<file path="config.mk">
export PLATFORM = sky130hd
export DESIGN_NAME = fixed_point
export DESIGN_NICKNAME = d
export VERILOG_FILES = /design/src/rtl/fixed_point.sv
export SDC_FILE = /design/constraint.sdc
export NUM_CORES = 1
export LEC_CHECK = 0
export CORE_MARGIN = 3
export CORE_UTILIZATION = 60
export DETAILED_ROUTE_END_ITERATION = 16
export PLACE_DENSITY = 0.8
export SETUP_SLACK_MARGIN = 0.1
export SLEW_MARGIN = 10
export SYNTH_ARGS = -nofsm -noshare
export SYNTH_HDL_FRONTEND = slang
export SYNTH_SLANG_ARGS = --single-unit
export TNS_END_PERCENT = 5
</file>
<file path="constraint.sdc">
create_clock -name clk -period 64.3 [get_ports clk]
set_input_delay 12.86 -clock clk [delete_from_list [all_inputs] [get_ports clk]]
set_output_delay 12.86 -clock clk [all_outputs]
set_load 0.01 [all_outputs]
</file>
<file path="src/rtl/fixed_point.sv">
// Registered signed fixed-point add/sub/mul/div of two Q(WIDTH-FRAC).FRAC operands.
// 1-cycle latency, accepts new operands every cycle, no backpressure.
module fixed_point #(
   parameter int WIDTH = 8,
   parameter int FRAC  = 6
) (
   input  logic               clk,
   input  logic               rst,
   input  logic [WIDTH-1:0]   a,
   input  logic [WIDTH-1:0]   b,
   output logic [WIDTH:0]     sum_ab,
   output logic [WIDTH:0]     diff_ab,
   output logic [2*WIDTH-1:0] prod_ab,
   output logic [2*WIDTH-1:0] quot_ab
);

   localparam int QW = 2 * WIDTH;

   logic [WIDTH:0]       a_ext;
   logic [WIDTH:0]       b_ext;
   logic [WIDTH:0]       sum_c;
   logic [WIDTH:0]       diff_c;
   logic signed [QW-1:0] prod_c;
   logic [WIDTH-1:0]     a_mag;
   logic [WIDTH-1:0]     b_mag;
   logic [QW-1:0]        num_mag;
   logic [QW-1:0]        q_mag;
   logic [QW-1:0]        quot_c;
   logic [WIDTH:0]       rem;
   logic                 neg_q;

   assign a_ext  = {a[WIDTH-1], a};
   assign b_ext  = {b[WIDTH-1], b};
   assign sum_c  = a_ext + b_ext;
   assign diff_c = a_ext - b_ext;
   assign prod_c = $signed({{WIDTH{a[WIDTH-1]}}, a}) * $signed({{WIDTH{b[WIDTH-1]}}, b});

   // Divide on magnitudes; 0 - x yields the correct unsigned magnitude even for the most negative value.
   assign a_mag   = a[WIDTH-1] ? ({WIDTH{1'b0}} - a) : a;
   assign b_mag   = b[WIDTH-1] ? ({WIDTH{1'b0}} - b) : b;
   assign num_mag = {{WIDTH{1'b0}}, a_mag} << FRAC;
   assign neg_q   = a[WIDTH-1] ^ b[WIDTH-1];

   always_comb begin
      rem   = '0;
      q_mag = '0;
      for (int i = QW - 1; i >= 0; i--) begin
         rem = {rem[WIDTH-1:0], num_mag[i]};
         if (rem >= {1'b0, b_mag}) begin
            rem      = rem - {1'b0, b_mag};
            q_mag[i] = 1'b1;
         end
      end
   end

   always_comb begin
      quot_c = neg_q ? ({QW{1'b0}} - q_mag) : q_mag;
      if (b == '0) begin
         quot_c = a[WIDTH-1] ? {1'b1, {(QW-1){1'b0}}} : {1'b0, {(QW-1){1'b1}}};
      end
   end

   always_ff @(posedge clk) begin
      if (rst) begin
         sum_ab  <= '0;
         diff_ab <= '0;
         prod_ab <= '0;
         quot_ab <= '0;
      end else begin
         sum_ab  <= sum_c;
         diff_ab <= diff_c;
         prod_ab <= prod_c;
         quot_ab <= quot_c;
      end
   end

endmodule

</file>
Word-level counts from Yosys, hierarchy flattened
Cells that the tools add are included.

word-level totals
  register bits after elaboration = 50
  latch bits = 0
  RAM bits = 0
  ROM bits = 0
  memories kept = 0

operators by class
  $add $sub $neg = 20
  multiply operators = 1
  divide/modulo/power cells = 0
  magnitude comparators = 16
  equal/unequal tests = 0
  shifts and indexed selects = 0
  multiplexer cells = 36
  bitwise operators = 1
  reductions and logical operators = 1

operator list
  operator                                                               number
  8-bit 2-to-1 mux                                                       17
  9-bit by 8-bit >= comparator with 1-bit output                         15
  8-bit subtractor                                                       14
  16-bit 2-to-1 mux                                                      3
  1-bit by 8-bit subtractor with 8-bit output (first input constant)     3
  8-bit by 8-bit multiplier with 16-bit output                           1
  1-bit 2-to-1 mux                                                       16
  1-bit by 16-bit subtractor with 16-bit output (first input constant)   1
  8-bit by 8-bit adder with 9-bit output                                 1
  8-bit by 8-bit subtractor with 9-bit output                            1
  1-bit by 8-bit >= comparator with 1-bit output (first input constant)  1
  8-bit zero test                                                        1
  1-bit bitwise XOR                                                      1

Depth between registers and ports, before layout
  word-level depth = 37
  gate-level depth with buffers = 202

Worst setup path before layout
No wires, ideal clock.

  path kind = in2reg
  start = input b[7]
  end = register quot_ab[12]
  arrival time = 49.805 ns
  data required time = 64.238 ns
  path slack = 14.433 ns
  cell stages on the path = 187
  path buffers = 12
  cells stage by stage = buf_2 clkbuf_1 o21ai_0 inv_1 ha_1 and3_1 o2111a_1 buf_4 and2_1 ha_1 and2_1 o21ai_1 a31o_2 o311ai_1 a21oi_2 buf_6 buf_2 nor2_1 [... 151 more ...] ha_1 a211oi_1 nor2b_1 o21a_1 o21ai_0 nand2b_1 a21oi_1 nor2b_1 o21ai_0 nand2b_1 buf_1 a211o_1 inv_1 ha_1 and4_1 a31oi_1 or3_1 nand3_1

between the ends
  longest elaborated chain between the ends = 37
  elaborated cells on any way between the ends = 66

ends and longest elaborated chain
  item                                                                                                           RTL line  text
  start: declaration                                                                                             10        input logic [WIDTH-1:0] b,
  1-bit by 8-bit subtractor with 8-bit output                                                                    40        assign b_mag = b[WIDTH-1] ? ({WIDTH{1'b0}} - b) : b;
  8-bit 2-to-1 mux                                                                                               40
  1-bit by 8-bit subtractor with 8-bit output or 1-bit by 8-bit >= comparator with 1-bit output (tied branches)  50, 49
  8-bit 2-to-1 mux                                                                                               49        if (rem >= {1'b0, b_mag}) begin
  9-bit by 8-bit >= comparator with 1-bit output or 8-bit subtractor (tied branches)                             49, 50
  8-bit 2-to-1 mux                                                                                               49
  8-bit subtractor or 9-bit by 8-bit >= comparator with 1-bit output (tied branches)                             50, 49
  8-bit 2-to-1 mux                                                                                               49
  [... 21 more ...]                                                                                              n/a
  8-bit 2-to-1 mux                                                                                               49
  8-bit subtractor or 9-bit by 8-bit >= comparator with 1-bit output (tied branches)                             50, 49
  8-bit 2-to-1 mux                                                                                               49
  9-bit by 8-bit >= comparator with 1-bit output                                                                 49
  1-bit 2-to-1 mux                                                                                               49
  1-bit by 16-bit subtractor with 16-bit output                                                                  57        quot_c = neg_q ? ({QW{1'b0}} - q_mag) : q_mag;
  16-bit 2-to-1 mux                                                                                              57
  16-bit 2-to-1 mux *                                                                                            58        if (b == '0) begin
  end signal: assignment                                                                                         73        quot_ab <= quot_c;
  end: declaration                                                                                               14        output logic [2*WIDTH-1:0] quot_ab

Mark *: on every way between the ends. The rest lies on a longest branch, timed or not.
A chain may end at the register's enable or synchronous reset.

Worst setup path after layout
  start = input b[1]
  end = register quot_ab[8]

between the ends
  longest elaborated chain between the ends = 37
  elaborated cells on any way between the ends = 61

ends and longest elaborated chain
  item                                                                                                           RTL line
  1-bit by 8-bit subtractor with 8-bit output                                                                    40
  8-bit 2-to-1 mux                                                                                               40
  1-bit by 8-bit subtractor with 8-bit output or 1-bit by 8-bit >= comparator with 1-bit output (tied branches)  50, 49
  8-bit 2-to-1 mux                                                                                               49
  8-bit subtractor or 9-bit by 8-bit >= comparator with 1-bit output (tied branches)                             50, 49
  8-bit 2-to-1 mux                                                                                               49
  8-bit subtractor or 9-bit by 8-bit >= comparator with 1-bit output (tied branches)                             50, 49
  8-bit 2-to-1 mux                                                                                               49
  [... 21 more ...]                                                                                              n/a
  8-bit 2-to-1 mux                                                                                               49
  8-bit subtractor or 9-bit by 8-bit >= comparator with 1-bit output (tied branches)                             50, 49
  8-bit 2-to-1 mux                                                                                               49
  9-bit by 8-bit >= comparator with 1-bit output                                                                 49
  1-bit 2-to-1 mux                                                                                               49
  1-bit by 16-bit subtractor with 16-bit output                                                                  57
  16-bit 2-to-1 mux                                                                                              57
  16-bit 2-to-1 mux *                                                                                            58

Marks and branches as above.

==> metrics <==
launch point of the critical path=b[1]; Hold Buf Count CTS=0; gpl congestion=~0.94; CP arrival=55.81 ns; initial DRC count=1000; Fmax achieved=18.0 MHz; postcts setup bufs=0; Worst EP required=64.50 ns; most used cell, CP=a21o_1; Starting Density=between 60% and 70%; first-pass GRT wire length=between 50 and 60 mm; Slew Viols, Final=0; Tmin final=55.60 ns; nets=1744; Clock Tree Buf Depth=2; FF+latch count, synth=49; Syn Area/Cell=7.94 um2; GR Util All Layers=31.3%; share of cells above drive strength 1=6.88%; TNS Setup=0 ns; final setup fails=0; vias per cell=6.30; Clk Tree Root Cell=clkbuf_16; critical path's largest stage delay=between 0.8 and 0.9 ns; CP max FO=21; commonest non-fill, non-tap cell in the layout=ha_1; fraction of registers with async set/reset=0%; Num CTS Buffers=5; WS Path Type=in -> reg; initial antenna violation count=0; Tcrit/Tclk final=86.5%; DR vias=10900; CTS tree=done; Max Cap Viol=0; Die Y=between 100 and 150 um; Final Hold Vio Count=0; endpoint class of the critical path=register; Die Wd=144 um; hold depth=3; n_diodes=0; vias in the first global route=10500; Syn. warnings=0; Final ANT Viol Nets=0; fillers=1543; H-Tree Depth=2; drt pass-1 iters=6; synth unique cells=97; hpwl dp=25.2 mm; most frequent cells in the layout=ha_1 (164), nor2_1 (157), inv_1 (131); Top FF cell, synth=dfxtp_1; cts repair resizes=0; Synth-to-Final Area Change=9.14%; Post-synth EDFFs=0; Mapped Area=11500 um2; worst slew pin tran=1.10 ns; sequential share of the synthesized area=roughly 8.5%; status=finished clean; port bufs=between 60 and 70; CP startpoint kind=input port; Clock transition at path regs=0.07 ns; synthesized instance count=1448; num ports=68; clk sinks=49; FP Rows=49; largest net degree at the start of global routing=45; wire length per cell=18.7 um; CP max-delay cell=inv_1; Slew HR=26.9%; Worst Hold Class=in -> reg; die area=20900 um2; RSZ-0062 raised after global routing=no; CORE AREA=approximately 18000 um2; grt total ovfl=0; DRC Markers=0; final WL=32.3 mm; Critical Path End=quot_ab[8]$_SDFF_PP0_
[area by class of cell]
cell class | count | area, um2 | area share (%)
multi-input combinational | 1223 | 9840 | 78.4
timing repair buffer | 81 | 776 | 6.18
clock inverter | 3 | 26.3 | 0.209
sequential | 49 | 981 | 7.82
inverter | 136 | 510 | 4.07
clock buffer | 5 | 125 | 0.997
tap | 229 | 287 | 2.28
[per-stage QoR]
| step | util [%] | area, um2 | hold slack (ns) | instances | worst slack (ns) |
|---|---|---|---|---|---|
| floorplan | - | 11500 | 13.08 | 1450 | 14.43 |
| global placement | 67.4 | 12400 | 13.60 | 1718 | 10.77 |
| detailed placement | 67.4 | 12400 | 13.60 | 1718 | 9.57 |
| CTS | 68.2 | 12500 | 13.40 | 1726 | 9.69 |
| global route | 68.2 | 12500 | 13.43 | 1726 | 5.39 |
| finish | 68.2 | 12500 | 13.41 | 1726 | 8.70 |
[logic make-up (layout without fill, tap and decap cells)]
family                   Yosys count  after routing  synth area share [%]
buffers and inverters            178            225                  6.25
other                              1              3                0.0326
AND/OR/NAND/NOR                  450            450                  19.2
adder cells (fa/ha/maj)          230            230                  29.3
flip-flops                        49             49                  8.53
multiplexers                      55             55                  5.29
AO/OA/AOI/OAI                    383            383                  23.6
XOR/XNOR                         102            102                  7.77
[metal layers]
layer | up-vias | routed length, um | global-route usage, %
met3 | 58 | 2890 | 4.33
met1 | 5067 | 14200 | 42.8
met2 | 514 | 14600 | 52.6
li1 | 5228 | - | -
met5 | - | 0 | 0
met4 | 0 | 610 | 6.87
[flip-flops by register name, indices dropped and copies added (netlist names)]
name / cells
diff_ab: 9
prod_ab: 16
quot_ab: 16
sum_ab: 8
[synth_stat cells, types with 36 or more instances]
cell type / instances / area (um2)
a21o_1: 56 / 420
a21oi_1: 77 / 385
dfxtp_1: 49 / 981
fa_1: 66 / 1320
ha_1: 164 / 2050
inv_1: 131 / 492
mux2_2: 36 / 405
nand2_1: 86 / 323
nand2b_1: 38 / 238
nor2_1: 157 / 589
o21ai_0: 65 / 325
xnor2_1: 71 / 622
[worst min path at each step]
stage / startpoint / slack, ns / to
finish: rst / 13.41 / quot_ab[6]$_SDFF_PP0_
global route: rst / 13.43 / sum_ab[1]$_SDFF_PP0_
CTS: rst / 13.40 / sum_ab[1]$_SDFF_PP0_
detailed placement: quot_ab[15]$_SDFF_PP0_ / 13.60 / quot_ab[15]
global placement: diff_ab[3]$_SDFF_PP0_ / 13.60 / diff_ab[3]
floorplan: b[0] / 13.08 / diff_ab[0]$_SDFF_PP0_
[worst max-delay path, delay by kind of cell]
kind                     cells  cell delay [ns]
AO/OA/AOI/OAI              106            23.40
adder cells (fa/ha/maj)     18             5.17
buffers and inverters       14             3.10
multiplexers                 8             3.11
AND/OR/NAND/NOR             41             8.13
Power is left out: the tool's default activity adds up to more than one toggle a clock period on the data nets, which glitch-free logic cannot reach.
